**src/rtl/hs_packet_demux_pkg.sv**
```systemverilog
// Shared definitions for the packet demux slice: width helper and FSM state encoding.
package hs_pkg;

    // Ceiling log2, never below 1 so a select field always has at least one bit.
    function automatic int log2(input int value);
        int r;
        r = 1;
        for (int i = 1; i < 32; i++) begin
            if ((1 << i) < value) r = i + 1;
        end
        return r;
    endfunction

    typedef enum logic [1:0] {
        ST_IDLE  = 2'd0,
        ST_ROUTE = 2'd1,
        ST_DROP  = 2'd2
    } state_t;

endpackage

```
**src/rtl/hs_packet_demux_if.sv**
```systemverilog
// Stream-side bundle of the 1:N packet demux: one input stream, N one-hot output ports.
interface hs_packet_demux_if
    import hs_pkg::*;
#(
    parameter int REQ_NUM = 8,
    parameter int DATA_WD = 8,
    parameter int CNT_WD  = 16
) ();
    localparam int DEST_WD = log2(REQ_NUM);

    // Handshake: a beat moves when valid and ready are both high at a rising clk edge;
    // a source holds valid and its data stable until that edge, and ready may not
    // depend combinationally on valid. Output port k transfers on valid_out[k] & ready_out[k].
    logic                 valid_in;
    logic [DATA_WD-1:0]   payload_in;
    logic                 last_in;
    logic [DEST_WD-1:0]   dest_in;
    logic                 ready_in;
    logic [REQ_NUM-1:0]   valid_out;
    logic [DATA_WD-1:0]   payload_out;
    logic                 last_out;
    logic [REQ_NUM-1:0]   ready_out;
    logic [CNT_WD-1:0]    drop_cnt;
    state_t               state;

    modport slave (
        input  valid_in, payload_in, last_in, dest_in, ready_out,
        output ready_in, valid_out, payload_out, last_out, drop_cnt, state
    );

    modport master (
        output valid_in, payload_in, last_in, dest_in, ready_out,
        input  ready_in, valid_out, payload_out, last_out, drop_cnt, state
    );

endinterface

```
**src/rtl/hs_packet_demux_skid_buffer.sv**
```systemverilog
// Two-entry valid/ready slice: head drives the consumer, skid absorbs one beat of backpressure.
module hs_skid_buffer #(
    parameter int WD = 8
) (
    input  logic          clk,
    input  logic          rstn,
    input  logic          push_valid,
    input  logic [WD-1:0] push_data,
    output logic          push_ready,
    output logic          head_valid,
    output logic [WD-1:0] head_data,
    input  logic          head_ready
);
    logic          skid_valid;
    logic [WD-1:0] skid_data;
    logic          pop;

    // Ready comes straight from a flop; the producer only pushes while the skid is empty.
    assign push_ready = !skid_valid;
    assign pop        = head_valid & head_ready;

    always_ff @(posedge clk or negedge rstn) begin
        if (!rstn) begin
            head_valid <= 1'b0;
            head_data  <= '0;
            skid_valid <= 1'b0;
            skid_data  <= '0;
        end else if (pop) begin
            if (skid_valid) begin
                head_data  <= skid_data;
                skid_valid <= 1'b0;
            end else if (push_valid) begin
                head_data <= push_data;
            end else begin
                head_valid <= 1'b0;
            end
        end else if (push_valid) begin
            if (!head_valid) begin
                head_valid <= 1'b1;
                head_data  <= push_data;
            end else begin
                skid_valid <= 1'b1;
                skid_data  <= push_data;
            end
        end
    end

endmodule

```
**src/rtl/hs_packet_demux.sv**
```systemverilog
// 1:N packet router: locks a destination for a whole packet, buffers beats in a skid slice,
// and discards (and counts) packets addressed beyond the last port.
module hs_packet_demux
    import hs_pkg::*;
#(
    parameter int   REQ_NUM  = 8,
    parameter int   DATA_WD  = 8,
    parameter logic USE_LAST = 1'b1,
    parameter int   CNT_WD   = 16
) (
    input  logic              clk,
    input  logic              rstn,
    hs_packet_demux_if.slave  bus
);
    localparam int DEST_WD = log2(REQ_NUM);
    localparam int ENT_WD  = DATA_WD + 1 + DEST_WD;

    state_t               state;
    logic [DEST_WD-1:0]   sel;
    logic [CNT_WD-1:0]    drop_cnt;

    logic                 fire_in;
    logic                 in_range;
    logic                 pkt_open;
    logic                 push_valid;
    logic                 push_ready;
    logic [DEST_WD-1:0]   push_sel;
    logic [ENT_WD-1:0]    push_data;
    logic                 head_valid;
    logic                 head_ready;
    logic [ENT_WD-1:0]    head_data;
    logic [DEST_WD-1:0]   head_sel;

    assign in_range = 32'(bus.dest_in) < 32'(REQ_NUM);
    assign pkt_open = USE_LAST && !bus.last_in;

    // While discarding, beats are swallowed regardless of buffer occupancy.
    assign bus.ready_in = push_ready | (state == ST_DROP);
    assign fire_in      = bus.valid_in & bus.ready_in;

    assign push_sel   = (state == ST_ROUTE) ? sel : bus.dest_in;
    assign push_valid = fire_in & ((state == ST_ROUTE) | ((state == ST_IDLE) & in_range));
    assign push_data  = {bus.payload_in, bus.last_in, push_sel};

    always_ff @(posedge clk or negedge rstn) begin
        if (!rstn) begin
            state    <= ST_IDLE;
            sel      <= '0;
            drop_cnt <= '0;
        end else if (fire_in) begin
            case (state)
                ST_IDLE: begin
                    if (in_range) begin
                        sel <= bus.dest_in;
                        if (pkt_open) state <= ST_ROUTE;
                    end else begin
                        if (drop_cnt != '1) drop_cnt <= drop_cnt + CNT_WD'(1);
                        if (pkt_open) state <= ST_DROP;
                    end
                end
                ST_ROUTE, ST_DROP: begin
                    if (bus.last_in) state <= ST_IDLE;
                end
                default: state <= ST_IDLE;
            endcase
        end
    end

    hs_skid_buffer #(.WD(ENT_WD)) u_skid (
        .clk        (clk),
        .rstn       (rstn),
        .push_valid (push_valid),
        .push_data  (push_data),
        .push_ready (push_ready),
        .head_valid (head_valid),
        .head_data  (head_data),
        .head_ready (head_ready)
    );

    // Each entry carries its own port select, so a new packet can follow a draining tail.
    assign head_sel        = head_data[DEST_WD-1:0];
    assign bus.last_out    = head_data[DEST_WD];
    assign bus.payload_out = head_data[ENT_WD-1 -: DATA_WD];
    assign bus.valid_out   = REQ_NUM'(head_valid) << head_sel;
    assign head_ready      = |(bus.valid_out & bus.ready_out);

    assign bus.drop_cnt = drop_cnt;
    assign bus.state    = state;

endmodule

```
**src/flat_wrapper.sv**
```systemverilog
// flat-port wrapper written by rule: the top's interface ports become plain ports
module hs_packet_demux_flat import hs_pkg::*;
#(
    parameter int   REQ_NUM  = 8,
    parameter int   DATA_WD  = 8,
    parameter logic USE_LAST = 1'b1,
    parameter int   CNT_WD   = 16
)
  (clk, rstn, bus_valid_in, bus_payload_in, bus_last_in, bus_dest_in, bus_ready_out, bus_ready_in, bus_valid_out, bus_payload_out, bus_last_out, bus_drop_cnt, bus_state);
  hs_packet_demux_if #(.REQ_NUM(REQ_NUM), .DATA_WD(DATA_WD), .CNT_WD(CNT_WD)) bus_i ();
  input  logic clk;
  input  logic rstn;
  input wire logic [$bits(bus_i.valid_in)-1:0] bus_valid_in;
  input wire logic [$bits(bus_i.payload_in)-1:0] bus_payload_in;
  input wire logic [$bits(bus_i.last_in)-1:0] bus_last_in;
  input wire logic [$bits(bus_i.dest_in)-1:0] bus_dest_in;
  input wire logic [$bits(bus_i.ready_out)-1:0] bus_ready_out;
  output wire logic [$bits(bus_i.ready_in)-1:0] bus_ready_in;
  output wire logic [$bits(bus_i.valid_out)-1:0] bus_valid_out;
  output wire logic [$bits(bus_i.payload_out)-1:0] bus_payload_out;
  output wire logic [$bits(bus_i.last_out)-1:0] bus_last_out;
  output wire logic [$bits(bus_i.drop_cnt)-1:0] bus_drop_cnt;
  output wire logic [$bits(bus_i.state)-1:0] bus_state;
  assign bus_i.valid_in = bus_valid_in;
  assign bus_i.payload_in = bus_payload_in;
  assign bus_i.last_in = bus_last_in;
  assign bus_i.dest_in = bus_dest_in;
  assign bus_i.ready_out = bus_ready_out;
  assign bus_ready_in = bus_i.ready_in;
  assign bus_valid_out = bus_i.valid_out;
  assign bus_payload_out = bus_i.payload_out;
  assign bus_last_out = bus_i.last_out;
  assign bus_drop_cnt = bus_i.drop_cnt;
  assign bus_state = bus_i.state;
  hs_packet_demux #(.REQ_NUM(REQ_NUM), .DATA_WD(DATA_WD), .USE_LAST(USE_LAST), .CNT_WD(CNT_WD)) u_core (.clk(clk), .rstn(rstn), .bus(bus_i));
endmodule
```
**config.mk**
```make
export PLATFORM = sky130hd
export DESIGN_NAME = hs_packet_demux_flat
export DESIGN_NICKNAME = d
export VERILOG_FILES = /design/src/rtl/hs_packet_demux_pkg.sv /design/src/rtl/hs_packet_demux_if.sv /design/src/rtl/hs_packet_demux_skid_buffer.sv /design/src/rtl/hs_packet_demux.sv /design/src/flat_wrapper.sv
export SDC_FILE = /design/constraint.sdc
export NUM_CORES = 1
export LEC_CHECK = 0
export BUFFER_PORTS_ARGS = -buffer_cell sky130_fd_sc_hd__buf_2
export CORE_MARGIN = 4
export CORE_UTILIZATION = 45
export CTS_CLUSTER_SIZE = 14
export DETAILED_ROUTE_END_ITERATION = 6
export PLACE_DENSITY = 0.7
export SETUP_SLACK_MARGIN = 0.1
export SLEW_MARGIN = 10
export SYNTH_ARGS = -nofsm -noshare
export SYNTH_HDL_FRONTEND = slang
export SYNTH_SLANG_ARGS = --single-unit
```
**constraint.sdc**
```tcl
create_clock -name clk -period 4.4 [get_ports clk]
set_clock_uncertainty 0.1 [all_clocks]
set_input_delay 0.22 -clock clk [delete_from_list [all_inputs] [get_ports clk]]
set_output_delay 0.22 -clock clk [all_outputs]
set_load 0.005 [all_outputs]
```
==> impl.org, run 1 <==
** Power and ir drop
- The clock network burns 47.1% of the power.
- Part of the power in combinational logic :: 9.0%
- Total power consumption of the routed design :: 0.003057 W
- The share of total power dissipated in sequential elements is 43.9%.
- Of the total power, the share spent switching nets is 24.24%.
- Leakage power summed over all cells :: ~3.4 nW
- The internal power of the cells totals 0.002316 W.
- Worst VDD drop :: 0.0003144 V
- Reported net switching power :: 0.0007411 W
- PwrDens :: 390.9 mW/mm^2

** Place
- RePlAce Congestion :: 0.7859
- Input and output buffers added on the ports amount to 87.
- After legalization and detailed placement, the total HPWL measured 10340 um.
- Standard cell area after detailed placement :: 0.007103 mm^2

** Detailed routing
- Routed vias :: between 5000 and 6000
- Routed WL :: 15900 um
- In the routed design, unresolved DRC markers number 0.
- Number of DRC markers in iteration 0 :: 410
- Final routed wire length divided by cell count :: 17.57 um
- Detailed-router iteration count before antenna repair :: 5
- In this run the remaining antenna-violating nets after routing total 0.
- Dividing the detail-routed via count by the number of cells gives around 5.8.

** Yosys
- Dominant combinational cell family by area after synthesis :: compound AO/OA/AOI/OAI gates
- The most used flip-flop cell after synthesis is sky130_fd_sc_hd__dfrtp_1.
- Simple-gate area share of the yosys netlist :: 13.00%
- The number of nets in the synthesized netlist is 695.
- Summing the areas of all compound-gate instances in the mapped netlist gives between 10% and 20% of the synthesized area.
- The synthesized design spends more area on one cell type than any other, namely sky130_fd_sc_hd__dfrtp_1.
- In this run the mean area of a mapped cell was 10.32 um^2.
- Number of different library cells in the post-synthesis netlist :: 44
- Yosys mapped a number of flops with a built-in enable equal to 0.
- Cell with the most instances after synthesis :: sky130_fd_sc_hd__dfrtp_1
- After Yosys synthesis, XOR and XNOR cells account for 1.995% of the synthesized area.
- Fraction of registers with async set or reset after synthesis :: 100.0%
- Number of synthesis warnings :: 0
- By area the synthesized netlist is led by sky130_fd_sc_hd__dfrtp_1 (51%), sky130_fd_sc_hd__o2bb2ai_1 (5.5%), sky130_fd_sc_hd__mux2i_1 (5.3%).
- The synthesized design contains 134 register bits.
- Sequential cells were found to cover approximately half of the synthesized design area.
- Of the total synthesized cell area, the portion taken by full adders, half adders and majority gates is 0.9502%.
- After synthesis, the most frequently instantiated cells are sky130_fd_sc_hd__dfrtp_1 (134), sky130_fd_sc_hd__o21ai_0 (65), sky130_fd_sc_hd__nand2_1 (48).
- Counting every instance in the synthesized netlist gives 638.
- The portion of synthesized area spent on multiplexers is a little under a tenth.
- The share of synthesized area in the top cell type comes to 50.93%.
- The cell area that synthesis handed to floorplanning was ~0.0066 mm^2.

** GRT
- The total overflow left after global routing is 0.
- Routing layer with the top usage in global route :: met2
- Global-route met1 utilization :: 28.68%
- Global routing consumed, over all layers together, 19.88% of the routing resources.
- Maximum number of pins on one net before global-route repair :: 78
- Met3 GRT Util :: 5.396%
- The first global-routing pass estimated 26090 um of wire.
- Antenna violations before repair :: 0
- In the global route stage, met2 resource usage came out at between 20% and 30%.
- The via count of the first global-routing pass was ~5000.

** Final layout
- Compared with the post-synthesis result, the final layout area differs by 18.80%.
- Final layout net count :: 769
- Final Core Density :: 55.49%
- Proportion of layout cells with a drive suffix above 1 :: 22.34%
- Final antenna diode count :: 0
- Post-route standard cell area excluding fillers :: 0.007821 mm^2

** Status
- The flow ran to the end, and the final reports show no timing, DRC or antenna violations.

** Worst setup path
- The worst setup path is launched from a flop.
- Most common cell on crit path :: sky130_fd_sc_hd__buf_4
- Data on the critical path arrives at its endpoint at about 3.6 ns.
- Maximum fanout along the worst path :: 77
- Worst setup EP type :: flop
- Among all stages on the critical path, the largest delay is contributed by sky130_fd_sc_hd__buf_4.
- Largest stage delay on the critical path :: between 0.6 and 0.7 ns
- The number of buffers and inverters on the critical path is 2.
- Data on the critical path is required at its endpoint by 4.59 ns.
- Among cell families on the critical path, the largest total delay comes from buffers and inverters.
- Worst-path cell chain :: or4_1, nor3_1, nand4_1, a21oi_4, buf_4, o21bai_2, buf_4, o2bb2ai_1
- Critical path start-end classification :: reg -> reg

** Clock tree
- The clock drives ~130 sinks.
- For the worst-skew pair, the clock arrives at the later sink with an insertion delay of 0.42 ns.
- Clock slew at reported path FFs :: 0.06 ns
- The clock passes through at most 2 buffers.
- The number of clock buffers added by TritonCTS is 17.
- H-tree levels :: 4
- Setup Fix Bufs, Post-CTS :: 0
- CTS tree :: done
- The cell sitting at the root of the clock tree is a sky130_fd_sc_hd__clkbuf_16.

** Die
- 88 I/O pins were placed.
- The floorplan step defined a die boundary enclosing roughly 0.017 mm^2.
- The floorplan has 43 rows.
- Width of the die :: 129.0 um
- Core Area :: 0.01410 mm^2
- For this configuration, the core starts out at a cell density of 46.71%.
- Chip height :: 129.0 um

** Min path
- The min-delay analysis places its worst path in the category in -> reg.

** STA
- After layout, the worst path uses about four fifths of the clock period.
- Setup violations remaining at the end of the flow were counted as 0.
- Headroom to the max-slew limit came out at 42.61%.
- Unrepaired setup endpoints after global routing :: no
- The final number of max-transition violations was 0.
- On the final layout, the worst hold slack is 0.06033 ns.
- Max frequency :: 289.7 MHz
- Setup TNS after final layout :: 0 ns
- The worst path in the final design needs a cycle of 3.452 ns, including I/O delays and setup.
- For the pin with the worst max-slew slack, the measured transition is 0.8530 ns.
- The number of endpoints with negative hold slack in the final report was 0.

** Run
- The tool flagged a number of max-cap violations equal to 0.
-- metrics by stage --
stage,worst slack [ns],instances
floorplan,1.329,638
global placement,1.118,861
detailed placement,0.9994,861
CTS,0.9915,905
global route,0.7322,905
finish,0.9484,905
-- kinds of logic after synthesis --
logic type,Yosys count
AO/OA/AOI/OAI,191
AND/OR/NAND/NOR,172
flip-flops,134
buffers and inverters,64
multiplexers,57
XOR/XNOR,15
adder cells (fa/ha/maj),5
-- flip-flops by register name, summed over array words and instances, names as in the netlist --
| signal | flops |
|---|---|
| u_core.sel | 32 |
| u_core.u_skid.skid_data | 41 |
| u_core.u_skid.head_valid | 1 |
| u_core.u_skid.head_data | 41 |
| u_core.bus.state | 2 |
| u_core.u_skid.skid_valid | 1 |
| u_core.bus.drop_cnt | 16 |
-- power by group through the flow --
stage | clock (W) | combinational, W | sequential [W]
after floorplan | 0 | 0.000149 | 0.00135
after global placement | 0 | 0.000258 | 0.00136
after detailed placement | 0 | 0.000270 | 0.00136
after CTS | 0.00147 | 0.000281 | 0.00134
after global routing | 0.00152 | 0.000309 | 0.00135
final | 0.00144 | 0.000275 | 0.00134
-- placed cells by master, fill, tap and decap left out, types with 2 or more instances in the layout --
cell / netlist / routed
sky130_fd_sc_hd__or3_1: 2 / 2
sky130_fd_sc_hd__o31ai_1: 32 / 32
sky130_fd_sc_hd__a21oi_1: 32 / 32
sky130_fd_sc_hd__o21ai_0: 65 / 65
sky130_fd_sc_hd__clkinv_2: 0 / 5
sky130_fd_sc_hd__inv_1: 6 / 6
sky130_fd_sc_hd__ha_1: 5 / 4
sky130_fd_sc_hd__o2bb2ai_1: 41 / 41
sky130_fd_sc_hd__clkinvlp_4: 0 / 3
sky130_fd_sc_hd__bufinv_16: 0 / 3
sky130_fd_sc_hd__dlygate4sd3_1: 0 / 12
sky130_fd_sc_hd__mux2_4: 8 / 8
sky130_fd_sc_hd__nand2_1: 48 / 48
sky130_fd_sc_hd__and4_1: 3 / 3
sky130_fd_sc_hd__nor4_1: 14 / 14
sky130_fd_sc_hd__a22oi_1: 9 / 9
sky130_fd_sc_hd__xor2_1: 6 / 6
sky130_fd_sc_hd__clkbuf_16: 0 / 17
sky130_fd_sc_hd__buf_4: 8 / 14
sky130_fd_sc_hd__xnor2_1: 9 / 9
sky130_fd_sc_hd__a22o_1: 3 / 3
sky130_fd_sc_hd__nor2_1: 41 / 41
sky130_fd_sc_hd__nor3_1: 10 / 10
sky130_fd_sc_hd__mux2_2: 14 / 14
sky130_fd_sc_hd__nand4_1: 5 / 5
sky130_fd_sc_hd__o21bai_2: 0 / 2
sky130_fd_sc_hd__and3_1: 4 / 4
sky130_fd_sc_hd__dfrtp_1: 134 / 133
sky130_fd_sc_hd__nor2b_1: 30 / 30
sky130_fd_sc_hd__nand3_1: 6 / 6
sky130_fd_sc_hd__buf_2: 7 / 86
sky130_fd_sc_hd__nand2b_1: 4 / 4
sky130_fd_sc_hd__mux2i_1: 35 / 35
-- worst paths after layout --
check	from	end	slack (ns)	cells past startpoint
max reg2reg	u_core.u_skid.head_data[4]	u_core.u_skid.head_data[10]	0.95	8
min reg2reg	u_core.u_skid.head_data[35]	u_core.u_skid.head_data[35]	0.39	1
max	u_core.u_skid.head_data[4]	u_core.u_skid.head_data[10]	0.95	8
min in group asynchronous	rstn	u_core.u_skid.skid_data[37]	0.32	2
min	bus_dest_in[3]	u_core.u_skid.skid_data[3]	0.06	3
max in group asynchronous	rstn	u_core.sel[3]	2.87	3
-- area by class of cell --
class | instances | area, um^2
Sequential cell | 134 | 3354
Clock inverter | 13 | 155.1
Fill cell | 1208 | 6275
Inverter | 7 | 26.28
Clock buffer | 19 | 442.9
Tap cell | 180 | 225.2
Multi-Input combinational cell | 440 | 2962
Timing Repair Buffer | 112 | 655.6
-- routing by layer --
metal	vias to the layer above	share of wire, %
met4	0	1.1
met1	2572	47
li1	2462	-
met3	20	6.0
met2	155	46
met5	-	0
-- worst reg2reg max path: cells and delay by family (launching register included) --
| family | cells | cell delay, ns |
|---|---|---|
| simple gates | 3 | 0.97 |
| compound gates | 3 | 0.87 |
| flops | 1 | 0.38 |
| buf+inv | 2 | 1.00 |
-- repair_timing --
item	in CTS	in global routing
resized for setup	0	0
hold buffers	12	0
hold endpoints to repair	70	0
Note: power is estimated with default switching activity, not from simulation.
==> inputs of run 2 (changes only) <==
--- a/config.mk
+++ b/config.mk
@@ -5,12 +5,13 @@
 export SDC_FILE = /design/constraint.sdc
 export NUM_CORES = 1
 export LEC_CHECK = 0
+export ABC_AREA = 1
 export BUFFER_PORTS_ARGS = -buffer_cell sky130_fd_sc_hd__buf_2
 export CORE_MARGIN = 4
 export CORE_UTILIZATION = 45
 export CTS_CLUSTER_SIZE = 14
 export DETAILED_ROUTE_END_ITERATION = 6
-export PLACE_DENSITY = 0.7
+export PLACE_DENSITY = 0.69
 export SETUP_SLACK_MARGIN = 0.1
 export SLEW_MARGIN = 10
 export SYNTH_ARGS = -nofsm -noshare
==> constraint.sdc (replaced) <==
create_clock -name clk -period 3.5 [get_ports clk]
set_clock_uncertainty 0.1 [all_clocks]
set_input_delay 0.175 -clock clk [delete_from_list [all_inputs] [get_ports clk]]
set_output_delay 0.175 -clock clk [all_outputs]
set_load 0.005 [all_outputs]
==> run 2 against run 1 <==
  * First-iteration DRC count is 8.0% higher
  * Global-route usage up 1.4 points
  * Fmax is 24% higher
==> impl.org, run 2 <==
** Status
- Outcome :: complete, no violations

** Worst setup path
- The largest driver fanout on the critical path came to 42 (-45%).
- The signal on the critical path passes through inv_1, ha_1, or2_2, nand2_1, inv_1, nand3_1, nand2_1, buf_4, nand4_1, buf_4, o21ai_0.
- FF-to-FF setup slack :: 0.72 ns (-0.23 ns)
- Among cell families on the critical path, the largest total delay comes from buffers and inverters.
- The cell count of the worst reg-to-reg path was 11 (+3).
- For this design, the slowest cell found on the critical path is sky130_fd_sc_hd__buf_4.
- The worst setup path is captured at a flop.
- The total buffers and inverters traversed by the critical path was 4 (+2).
- Kind of start point of the critical path :: flop
- In this run the worst setup path terminates at u_core.u_skid.skid_data[40].
- Tracing the worst setup path back leads to its startpoint at u_core.bus.state[0].
- The path length in cells of the critical path was 11 (+3).
- The critical path is of the reg -> reg type.
- Largest stage delay on the critical path :: 0.43 ns (-0.22 ns)
- Endpoint of the most critical register-to-register path :: u_core.u_skid.skid_data[40]
- Req. time, crit path :: 3.68 ns (-0.91 ns)
- Signal arrival time at the worst endpoint :: 2.96 ns (-0.68 ns)
- Launching point of the worst reg2reg path :: u_core.bus.state[0]

** Clock tree
- Clock sink count :: 134 (unchanged)
- Setup Fix Bufs, Post-CTS :: 0 (unchanged)
- CTS tree :: done
- H-tree levels :: 4 (unchanged)
- The clock buffer count from CTS was 17 (unchanged).
- The buffer depth of the longest clock path was 2 (unchanged).
- Clock slew at reported path FFs :: 0.05 ns (about the same)
- Number of gates given a new drive strength after cts :: 0 (unchanged)
- Number of buffers inserted for hold repair after clock tree synthesis :: 13 (+1)
- The worst-skew pair later-pin latency was 0.42 ns (about the same).
- The root buffer cell chosen for the clock tree is sky130_fd_sc_hd__clkbuf_16.

** STA
- Setup repair after global routing left no endpoint under its margin.
- The worst slew slack as a fraction of its limit came to 39.21% (-3.4 points).
- The final number of max-transition violations came to 0 (unchanged).
- The clock period minus worst slack came to 2.778 ns (-0.6738 ns).
- Setup TNS after final layout :: 0 ns (unchanged)
- The slew of the pin with the lowest slew margin is 0.9118 ns (+0.05874 ns).
- The worst path setup slack after routing is 0.7223 ns (-0.2262 ns).
- Worst hold slack :: 0.06976 ns (+0.009421 ns)
- Setup violators final :: 0 (unchanged)
- The final clock period utilization by the worst path came to 79.36% (+0.92 points).
- Max frequency :: 360.0 MHz (+24%)
- The number of endpoints with negative hold slack in the final report is 0 (unchanged).

** Die
- The starting density of the core is 45.72% (-0.99 points).
- The die extent in y was 134.6 um (+4.4%).
- Number of standard-cell rows in the floorplan :: 46 (+7.0%)
- Core Area :: 0.01577 mm^2 (+12%)
- Count of boundary I/O pins :: 88 (unchanged)
- Die area :: 0.01811 mm^2 (+8.9%)
- The horizontal extent of the die is 134.6 um (+4.4%).

** Yosys
- Most used standard cells in the synthesized netlist :: sky130_fd_sc_hd__nand2_1 (466), sky130_fd_sc_hd__dfrtp_1 (134), sky130_fd_sc_hd__nor2_1 (103)
- Cell taking the most area after synthesis :: sky130_fd_sc_hd__dfrtp_1
- The distinct cell type count after synthesis came to 25 (-43%).
- Sequential cell area fraction in the yosys report :: 46.51% (-4.4 points)
- In the post-synthesis netlist, the cell with the most instances is sky130_fd_sc_hd__nand2_1.
- In the synthesized netlist the dominant register cell turns out to be sky130_fd_sc_hd__dfrtp_1.
- The mean post-synth cell area was 6.919 um^2 (-33%).
- The share of synthesized registers carrying an async set or reset was 100.0% (unchanged).
- The post-synthesis net count came to 1099 (+58%).
- Area share of the largest cell type after synthesis :: 46.51% (-4.4 points)
- The count of yosys warnings during synthesis was 0 (unchanged).
- The area of the mapped netlist was 0.007209 mm^2 (+9.5%).
- The number of synthesized flops with an enable pin came to 0 (unchanged).
- The number of cells produced by synthesis was 1042 (+63%).
- Sorting the synthesized cells by area gives the leading types as sky130_fd_sc_hd__dfrtp_1 (47%), sky130_fd_sc_hd__nand2_1 (24%), sky130_fd_sc_hd__nand3_1 (6.7%).
- The number of register bits inferred by synthesis is 134 (unchanged).

** GRT
- The via count of the first global-routing pass came to 6228 (+24%).
- First-pass GRT wire length :: 31100 um (+19%)
- Grt ovf :: 0 (unchanged)
- The initial antenna violation count is 0 (unchanged).
- The overall track demand over capacity in global routing was 21.28% (+1.4 points).
- Maximum number of pins on one net before global-route repair :: 99 (+27%)

** Place
- The final weighted congestion of routability-driven global placement came to 0.8410 (+7.0%).
- The sum of net half-perimeters after detailed placement is 11770 um (+14%).
- The number of buffers inserted by port buffering is 87 (unchanged).
- The cell count after placement was 1299 (+51%).
- Pre-CTS setup slack :: 0.6202 ns (-0.3792 ns)

** Power and ir drop
- The static leakage came to 4.843 nW (+42%).
- The cell area power density was 640.3 mW/mm^2 (+64%).
- The worst voltage drop across the vdd grid was 0.0003696 V (+18%).

** Detailed routing
- Routed vias/inst :: 4.899 (-15%)
- Final routed wire length divided by cell count :: 13.53 um (-23%)
- The violation count after the first detailed-route iteration came to 443 (+8.0%).
- The DRC violations left was 0 (unchanged).
- Detailed-router iteration count before antenna repair :: 6 (+1)
- The sum of routed wire length over all layers is 18160 um (+14%).
- Routed vias :: 6575 (+26%)
- Routed Antenna Nets :: 0 (unchanged)

** Final layout
- The share of the core filled with cells in the final layout came to 53.51% (-2.0 points).
- Count of filler cells inserted in the layout :: 1583 (+31%)
- Filler-free cell count of the finished design :: 1342 (+48%)
- The area of the multi-input gates came to 0.003273 mm^2 (+11%).
- Layout area overhead :: 17.04%
- Final layout net count :: 1172 (+52%)
- Leaving out fill and tap cells, the most frequent cell in the layout is sky130_fd_sc_hd__nand2_1.
- Registers with the most flip-flops :: u_core.u_skid.head_data: 41 flops, u_core.u_skid.skid_data: 41 flops, u_core.sel: 32 flops
- Final antenna diode count :: 0 (unchanged)
- The fraction of layout cells with a size suffix above 1 is 12.34% (-10 points).
- Register area :: 0.003353 mm^2 (about the same)
- The top cell types in the final layout, fill and taps aside, are sky130_fd_sc_hd__nand2_1 (466), sky130_fd_sc_hd__dfrtp_1 (134), sky130_fd_sc_hd__nor2_1 (101).

** Run
- Max-cap viol count :: 0 (unchanged)

** Min path
- Class of the most critical hold timing path :: in -> reg
==> run 2: cell count changes after synthesis, moves of 30 or more <==
cell                        before  now
sky130_fd_sc_hd__o21ai_0        65   15
sky130_fd_sc_hd__nand3_1         6   96
sky130_fd_sc_hd__nand2_1        48  466
sky130_fd_sc_hd__nor2b_1        30    0
sky130_fd_sc_hd__inv_1           6   77
sky130_fd_sc_hd__nor2_1         41  103
sky130_fd_sc_hd__o31ai_1        32    0
sky130_fd_sc_hd__mux2i_1        35    0
sky130_fd_sc_hd__o2bb2ai_1      41    0
==> run 2: cells by family (layout without fill, tap and decap cells) <==
group                      Yosys count  count (layout)  share of synthesized area (%)
AOI/OAI and AO/OA                   44              44                          3.106
xor gates and xnor gates            15              15                          1.822
adders and majority gates            5               5                         0.8678
buffers and inverters              141             225                          8.192
DFF                                134             134                          46.51
and+or+nand+nor                    703             703                          39.50
==> run 2: worst min-delay path by stage <==
stage / from / endpoint / slack, ns / cells after the start
4_1_cts: bus_valid_in / u_core.bus.state[1] / 0.05 / 5
3_3_place_gp: rstn / u_core.u_skid.head_data[35] / 0.25 / 1
3_5_place_dp: rstn / u_core.u_skid.head_data[33] / 0.25 / 1
2_1_floorplan: rstn / u_core.bus.drop_cnt[0] / -0.22 / 0
5_1_grt: bus_valid_in / u_core.bus.state[1] / 0.09 / 5
6_report: bus_valid_in / u_core.bus.state[1] / 0.07 / 5
==> run 2: worst min-delay path, cell delays in order <==
cell,delay [ns]
sky130_fd_sc_hd__buf_2,0.10
sky130_fd_sc_hd__nand2_1,0.07
sky130_fd_sc_hd__nor2_1,0.06
sky130_fd_sc_hd__nand2_1,0.06
sky130_fd_sc_hd__o21ai_0,0.07
==> run 2: per-stage QoR <==
step           total power [W]  area, um^2
2_1_floorplan         0.003316        7209
3_3_place_gp          0.003740        7760
3_5_place_dp          0.003767        7760
4_1_cts               0.005445        8438
5_1_grt               0.005815        8438
6_report              0.005403        8438
==> run 2: report_power, final <==
part	switching [W]	internal (W)
Clock	0.000624	0.00103
Sequential	0.000244	0.00193
Combinational	0.00101	0.000568
Total	0.00188	0.00352
==> run 2: routing by layer <==
metal,routed length (um),share of wire (%),global-route usage [%]
met5,0,0,0
met1,8652,48,29.99
met4,248,1.4,6.787
met3,1108,6.1,5.067
met2,8151,45,32.68
==> run 2: area by class of cell <==
| type | count | share of cell area, % |
|---|---|---|
| sequential | 134 | 39.74 |
| clock inverter | 3 | 0.1779 |
| tap | 216 | 3.203 |
| inverter | 81 | 3.603 |
| timing repair buffer | 114 | 8.170 |
| multi-input combinational | 767 | 38.79 |
| clock buffer | 27 | 6.317 |
